### src/rtl/golay_codec_sched_if.sv
// golay_codec_sched_if: request/response handshakes, shared-core strobes and statistics of the Golay scheduler
interface golay_codec_sched_if #(parameter int CNT_W = 16);
  logic enc_valid, enc_ready, enc_rsp_valid;
  logic [11:0] enc_payload, enc_codeword;
  logic dec_valid, dec_ready, dec_rsp_valid, dec_failed, dec_timeout;
  logic [23:0] dec_codepay;
  logic [11:0] dec_payload;
  logic core_stb, core_stb_dec, core_decoded, core_failed;
  logic [11:0] core_payload, core_codeword, core_payload_rec;
  logic [23:0] core_codepay;
  logic busy;
  logic [CNT_W-1:0] enc_cnt, dec_ok_cnt, dec_fail_cnt;
  modport slave (
    input enc_valid, enc_payload, dec_valid, dec_codepay,
    input core_codeword, core_decoded, core_failed, core_payload_rec,
    output enc_ready, enc_rsp_valid, enc_codeword,
    output dec_ready, dec_rsp_valid, dec_payload, dec_failed, dec_timeout,
    output core_stb, core_payload, core_stb_dec, core_codepay,
    output busy, enc_cnt, dec_ok_cnt, dec_fail_cnt
  );
  modport master (
    output enc_valid, enc_payload, dec_valid, dec_codepay,
    output core_codeword, core_decoded, core_failed, core_payload_rec,
    input enc_ready, enc_rsp_valid, enc_codeword,
    input dec_ready, dec_rsp_valid, dec_payload, dec_failed, dec_timeout,
    input core_stb, core_payload, core_stb_dec, core_codepay,
    input busy, enc_cnt, dec_ok_cnt, dec_fail_cnt
  );
endinterface

### src/rtl/golay_codec_sched.sv
// golay_codec_sched: round-robin scheduler sharing one Golay encoder/decoder core between encode and decode requests
module golay_codec_sched #(
  parameter int TIMEOUT = 64,
  parameter int CNT_W = 16
) (
  input logic clk,
  input logic reset,
  golay_codec_sched_if.slave bus
);
  localparam int TW = $clog2(TIMEOUT + 1);
  typedef enum logic [2:0] {IDLE, ENC_ISSUE, ENC_CAP, DEC_ISSUE, DEC_WAIT} state_t;
  state_t state, state_nx;
  logic last_dec, enc_acc, dec_acc, done, timed_out;
  logic [TW-1:0] wait_cnt;
  logic [11:0] payload_q, enc_codeword, dec_payload;
  logic [23:0] codepay_q;
  logic enc_rsp_valid, dec_rsp_valid, dec_failed, dec_timeout;
  logic [CNT_W-1:0] enc_cnt, dec_ok_cnt, dec_fail_cnt;
  // last_dec set means the decoder was granted last, so the encoder wins the next tie
  assign enc_acc = state == IDLE && bus.enc_valid && (!bus.dec_valid || last_dec);
  assign dec_acc = state == IDLE && bus.dec_valid && (!bus.enc_valid || !last_dec);
  assign done = state == DEC_WAIT && (bus.core_decoded || bus.core_failed);
  assign timed_out = state == DEC_WAIT && !done && wait_cnt == TW'(TIMEOUT - 1);
  always_ff @(posedge clk)
    if (reset) state <= IDLE;
    else state <= state_nx;
  always_comb begin
    state_nx = state;
    unique case (state)
      IDLE:      state_nx = enc_acc ? ENC_ISSUE : dec_acc ? DEC_ISSUE : IDLE;
      ENC_ISSUE: state_nx = ENC_CAP;
      ENC_CAP:   state_nx = IDLE;
      DEC_ISSUE: state_nx = DEC_WAIT;
      DEC_WAIT:  state_nx = (done || timed_out) ? IDLE : DEC_WAIT;
      default:   state_nx = IDLE;
    endcase
  end
  always_ff @(posedge clk) begin
    if (reset) begin
      last_dec <= 1'b1;
      payload_q <= '0;
      codepay_q <= '0;
      wait_cnt <= '0;
      enc_rsp_valid <= 1'b0;
      enc_codeword <= '0;
      dec_rsp_valid <= 1'b0;
      dec_payload <= '0;
      dec_failed <= 1'b0;
      dec_timeout <= 1'b0;
      enc_cnt <= '0;
      dec_ok_cnt <= '0;
      dec_fail_cnt <= '0;
    end else begin
      enc_rsp_valid <= 1'b0;
      dec_rsp_valid <= 1'b0;
      wait_cnt <= state == DEC_WAIT ? wait_cnt + TW'(1) : '0;
      if (enc_acc) begin
        payload_q <= bus.enc_payload;
        last_dec <= 1'b0;
      end
      if (dec_acc) begin
        codepay_q <= bus.dec_codepay;
        last_dec <= 1'b1;
      end
      if (state == ENC_CAP) begin
        enc_rsp_valid <= 1'b1;
        enc_codeword <= bus.core_codeword;
        enc_cnt <= enc_cnt + {{(CNT_W-1){1'b0}}, ~&enc_cnt};
      end
      if (done || timed_out) begin
        dec_rsp_valid <= 1'b1;
        dec_payload <= timed_out ? 12'h000 : bus.core_payload_rec;
        dec_failed <= timed_out || bus.core_failed;
        dec_timeout <= timed_out;
        if (timed_out || bus.core_failed) dec_fail_cnt <= dec_fail_cnt + {{(CNT_W-1){1'b0}}, ~&dec_fail_cnt};
        else dec_ok_cnt <= dec_ok_cnt + {{(CNT_W-1){1'b0}}, ~&dec_ok_cnt};
      end
    end
  end
  assign bus.enc_ready = enc_acc;
  assign bus.dec_ready = dec_acc;
  assign bus.busy = state != IDLE;
  assign bus.core_stb = state == ENC_ISSUE;
  assign bus.core_stb_dec = state == DEC_ISSUE;
  assign bus.core_payload = payload_q;
  assign bus.core_codepay = codepay_q;
  assign bus.enc_rsp_valid = enc_rsp_valid;
  assign bus.enc_codeword = enc_codeword;
  assign bus.dec_rsp_valid = dec_rsp_valid;
  assign bus.dec_payload = dec_payload;
  assign bus.dec_failed = dec_failed;
  assign bus.dec_timeout = dec_timeout;
  assign bus.enc_cnt = enc_cnt;
  assign bus.dec_ok_cnt = dec_ok_cnt;
  assign bus.dec_fail_cnt = dec_fail_cnt;
endmodule

### src/flat_wrapper.sv
// flat-port wrapper written by rule: the top's interface ports become plain ports
module golay_codec_sched_flat 
#(
  parameter int TIMEOUT = 64,
  parameter int CNT_W = 16
)
  (clk, reset, bus_enc_valid, bus_enc_payload, bus_dec_valid, bus_dec_codepay, bus_core_codeword, bus_core_decoded, bus_core_failed, bus_core_payload_rec, bus_enc_ready, bus_enc_rsp_valid, bus_enc_codeword, bus_dec_ready, bus_dec_rsp_valid, bus_dec_payload, bus_dec_failed, bus_dec_timeout, bus_core_stb, bus_core_payload, bus_core_stb_dec, bus_core_codepay, bus_busy, bus_enc_cnt, bus_dec_ok_cnt, bus_dec_fail_cnt);
  golay_codec_sched_if #(.CNT_W(CNT_W)) bus_i ();
  input logic clk;
  input logic reset;
  input wire logic [$bits(bus_i.enc_valid)-1:0] bus_enc_valid;
  input wire logic [$bits(bus_i.enc_payload)-1:0] bus_enc_payload;
  input wire logic [$bits(bus_i.dec_valid)-1:0] bus_dec_valid;
  input wire logic [$bits(bus_i.dec_codepay)-1:0] bus_dec_codepay;
  input wire logic [$bits(bus_i.core_codeword)-1:0] bus_core_codeword;
  input wire logic [$bits(bus_i.core_decoded)-1:0] bus_core_decoded;
  input wire logic [$bits(bus_i.core_failed)-1:0] bus_core_failed;
  input wire logic [$bits(bus_i.core_payload_rec)-1:0] bus_core_payload_rec;
  output wire logic [$bits(bus_i.enc_ready)-1:0] bus_enc_ready;
  output wire logic [$bits(bus_i.enc_rsp_valid)-1:0] bus_enc_rsp_valid;
  output wire logic [$bits(bus_i.enc_codeword)-1:0] bus_enc_codeword;
  output wire logic [$bits(bus_i.dec_ready)-1:0] bus_dec_ready;
  output wire logic [$bits(bus_i.dec_rsp_valid)-1:0] bus_dec_rsp_valid;
  output wire logic [$bits(bus_i.dec_payload)-1:0] bus_dec_payload;
  output wire logic [$bits(bus_i.dec_failed)-1:0] bus_dec_failed;
  output wire logic [$bits(bus_i.dec_timeout)-1:0] bus_dec_timeout;
  output wire logic [$bits(bus_i.core_stb)-1:0] bus_core_stb;
  output wire logic [$bits(bus_i.core_payload)-1:0] bus_core_payload;
  output wire logic [$bits(bus_i.core_stb_dec)-1:0] bus_core_stb_dec;
  output wire logic [$bits(bus_i.core_codepay)-1:0] bus_core_codepay;
  output wire logic [$bits(bus_i.busy)-1:0] bus_busy;
  output wire logic [$bits(bus_i.enc_cnt)-1:0] bus_enc_cnt;
  output wire logic [$bits(bus_i.dec_ok_cnt)-1:0] bus_dec_ok_cnt;
  output wire logic [$bits(bus_i.dec_fail_cnt)-1:0] bus_dec_fail_cnt;
  assign bus_i.enc_valid = bus_enc_valid;
  assign bus_i.enc_payload = bus_enc_payload;
  assign bus_i.dec_valid = bus_dec_valid;
  assign bus_i.dec_codepay = bus_dec_codepay;
  assign bus_i.core_codeword = bus_core_codeword;
  assign bus_i.core_decoded = bus_core_decoded;
  assign bus_i.core_failed = bus_core_failed;
  assign bus_i.core_payload_rec = bus_core_payload_rec;
  assign bus_enc_ready = bus_i.enc_ready;
  assign bus_enc_rsp_valid = bus_i.enc_rsp_valid;
  assign bus_enc_codeword = bus_i.enc_codeword;
  assign bus_dec_ready = bus_i.dec_ready;
  assign bus_dec_rsp_valid = bus_i.dec_rsp_valid;
  assign bus_dec_payload = bus_i.dec_payload;
  assign bus_dec_failed = bus_i.dec_failed;
  assign bus_dec_timeout = bus_i.dec_timeout;
  assign bus_core_stb = bus_i.core_stb;
  assign bus_core_payload = bus_i.core_payload;
  assign bus_core_stb_dec = bus_i.core_stb_dec;
  assign bus_core_codepay = bus_i.core_codepay;
  assign bus_busy = bus_i.busy;
  assign bus_enc_cnt = bus_i.enc_cnt;
  assign bus_dec_ok_cnt = bus_i.dec_ok_cnt;
  assign bus_dec_fail_cnt = bus_i.dec_fail_cnt;
  golay_codec_sched #(.TIMEOUT(TIMEOUT), .CNT_W(CNT_W)) u_core (.clk(clk), .reset(reset), .bus(bus_i));
endmodule
### config.mk
export PLATFORM = sky130hd
export DESIGN_NAME = golay_codec_sched_flat
export DESIGN_NICKNAME = d
export VERILOG_FILES = /design/src/rtl/golay_codec_sched_if.sv /design/src/rtl/golay_codec_sched.sv /design/src/flat_wrapper.sv
export SDC_FILE = /design/constraint.sdc
export NUM_CORES = 1
export LEC_CHECK = 0
export ABC_AREA = 1
export CAP_MARGIN = 10
export CORE_UTILIZATION = 40
export DETAILED_ROUTE_END_ITERATION = 12
export PLACE_DENSITY = 0.79
export SLEW_MARGIN = 15
export SYNTH_ARGS = -nofsm -noshare
export SYNTH_HDL_FRONTEND = slang
export SYNTH_SLANG_ARGS = --single-unit
export TNS_END_PERCENT = 1
### constraint.sdc
create_clock -name clk -period 4.5 [get_ports clk]
set_clock_uncertainty 0.15 [all_clocks]
set_input_delay 0.9 -clock clk [delete_from_list [all_inputs] [get_ports clk]]
set_output_delay 0.9 -clock clk [all_outputs]
set_load 0.01 [all_outputs]
==> results_dict.tcl <==
set metrics [dict create \
    route.detailed.drc 0 \
    grt_max_degree 39 \
    clockBufferDepth 2 \
    yosys_warnings 0 \
    finalWeightedCongestion 0.841 \
    core_mm2 0.0134 \
    crit_family "buffers and inverters" \
    rsz0062_at_grt "false" \
    dieWidth_um 120 \
    synth_ff_type "dfxtp_1" \
    cp-start-kind "primary input" \
    die_area_mm2 0.0144 \
    grt_usage 0.205 \
    cts_resized 0 \
    initial_core_util 0.415 \
    final_area_mm2 0.00797 \
    path_clk_slew_ps 50 \
    grt_pass1_vias 4927 \
    worstHoldStart "u_core.wait_cnt[0]" \
    worstPathMaxFanout 27 \
    area_growth_pct 43.3 \
    syn_avg_cell_area_um2 7.17 \
    synth_fp_nets 849 \
    startpoint "bus_enc_valid" \
    ys_seq_area_frac 0.443 \
    postPlaceCellArea_mm2 0.00744 \
    synthArstFlopShare 0 \
    cts_tree "yes" \
    crit_top_cell "clkdlybuf4s50_1" \
    reg2reg_from "u_core.bus.dec_fail_cnt[7]" \
    ys_ff_latch 123 \
    slowest_stage "clkdlybuf4s50_1" \
    stdcell_count 1134 \
    tightestPinTransition_ps 629 \
    outcome "completed" \
    slowest_delay_ps 590 \
    drive_gt1_frac 0.0585 \
    end_kind "output port" \
    die_h_um 120 \
    holdWs_ps 304 \
    p_leak_nw 3.08 \
    hold_class "reg2reg" \
    powerDensity_mw_per_mm2 353 \
    antenna_found_initial 0 \
    firstDrtPassIters 5 \
    ir_drop_mv 0.240 \
    hpwl_um 10200 \
    relSlewSlack 0.580 \
    period_share 0.826 \
    fp-row-count 42 \
    root_buffer "clkbuf_16" \
    drv_cap 0 \
    diodes 0 \
    htreeDepth 4 \
    fmax_mhz 269 \
    drv_slew 0 \
    setup_violations 0 \
    worst-setup-path-type "in2out" \
    post-layout-total-power_mw 2.81 \
    ios 183 \
    grt_pass1_wl_um 23500 \
    synth_most_common_cell "nand2_1" \
    final_nets 1023 \
    vias 5509 \
    tns_ps 0 \
    synthDistinctLibCells 37 \
    post-cts-setup-buffers 0 \
    synth_cells 776 \
    yosysTopAreaCell "dfxtp_1" \
    cts-buffers-inserted 17 \
    insertion_delay_ps 400 \
    grt.overflow.total 0 \
    holdBufCountCts 0 \
    hold_viol_final 0 \
    synth-edff-count 0 \
    postRouteWirelength_um 14500 \
    cts_sinks 123 \
    dp.cells 1107 \
    synth_common_cells "nand2_1 (172), nor2_1 (161), dfxtp_1 (123)" \
    vias_per_cell 4.86 \
    netlist.area_leader.share 0.443 \
    worstPathRequired_ps 3450 \
    synth.area.top_cells "dfxtp_1 (44%), nand2_1 (12%), nor2_1 (11%), o21ai_0 (4.9%), inv_1 (4.7%)" \
    min_period_ps 3720 \
    port_buffers 182 \
    drt_iter0_markers 332 \
    arrival_ps 2670 \
    ant_nets 0 \
    cp_cell_sequence "clkdlybuf4s50_1 -> nand2_1 -> nand3_4 -> inv_4 -> clkdlybuf4s50_1" \
    crit_buf_inv 3 \
    syn_area_mm2 0.00556 \
    avgRoutedWirePerCell_um 12.8 \
]
routing by layer:
metal | track usage | wire length [um]
met3 | 0.0570 | 806
met2 | 0.343 | 6980
met5 | 0 | 0
met1 | 0.251 | 6540
met4 | 0.0734 | 178
final timing paths:
kind                                                   end  slack (ps)  depth (start not counted)
worst min register to register          u_core.wait_cnt[0]         300                          1
worst min-delay path                    u_core.wait_cnt[0]         300                          1
worst max-delay path                         bus_dec_ready         780                          5
worst max register to register  u_core.bus.dec_fail_cnt[8]        2140                         13
cells in the final DEF, fill, tap and decap left out, drive strengths merged:
cell and count:
clkinv 2, nand2 177, buf 3, o21ai 59, o21bai 1, nand3 39, clkdlybuf4s50 182, nor3 9
bufinv 1, dfxtp 123, o211ai 6, clkbuf 24, nand3b 3, o22ai 11, nor4 2, nor3b 2
ha 7, xnor2 5, a21oi 40, o21a 1, xor2 4, nor2 165, inv 74, nand4 18
where the power goes:
part           leakage (nW)  total [mW]  switching [mW]  internal, mW
Combinational          1.82       0.383           0.184         0.199
Sequential            0.999        1.18          0.0352          1.15
Clock                 0.264        1.25           0.446         0.800
metrics by stage:
step	util	setup WS, ps
floorplan	-	2100
global placement	0.555	777
detailed placement	0.555	753
CTS	0.595	752
global route	0.595	651
finish	0.595	782
flip-flops by register name (all words and copies together), names as in the netlist, 3 cells and up:
signal and count:
u_core.bus.enc_cnt 16, u_core.bus.dec_payload 12, u_core.bus.core_codepay 24, u_core.bus.core_payload 12
u_core.state 3, u_core.wait_cnt 7, u_core.bus.dec_ok_cnt 16, u_core.bus.dec_fail_cnt 16
u_core.bus.enc_codeword 12
area by class of cell:
type | instances | area, um^2
inverter | 74 | 280
timing repair buffer | 185 | 1840
fill | 1237 | 5430
multi-input combinational | 549 | 2630
tap | 176 | 220
clock buffer | 24 | 492
sequential | 123 | 2460
clock inverter | 3 | 40.0
logic make-up after synthesis:
| logic type | after synthesis | share of synthesized area |
|---|---|---|
| xor+xnor | 9 | 0.0142 |
| fa+ha+maj | 7 | 0.0157 |
| buf+inv | 104 | 0.0841 |
| compound gates | 118 | 0.124 |
| simple gates | 415 | 0.319 |
| flops | 123 | 0.443 |
worst reg2reg max path, cell delays in order, from the launching register on:
cell and delay, ps:
dfxtp_1 440, nand2_1 100, nor2_1 350, nand3_1 150, ha_1 240, ha_1 210, nand3_1 160, inv_1 110
nand3b_1 100, nand2_1 50, inv_1 40, nand2_1 40, nand2_1 70, nor2_1 40
(Power assumes the default switching activity.)
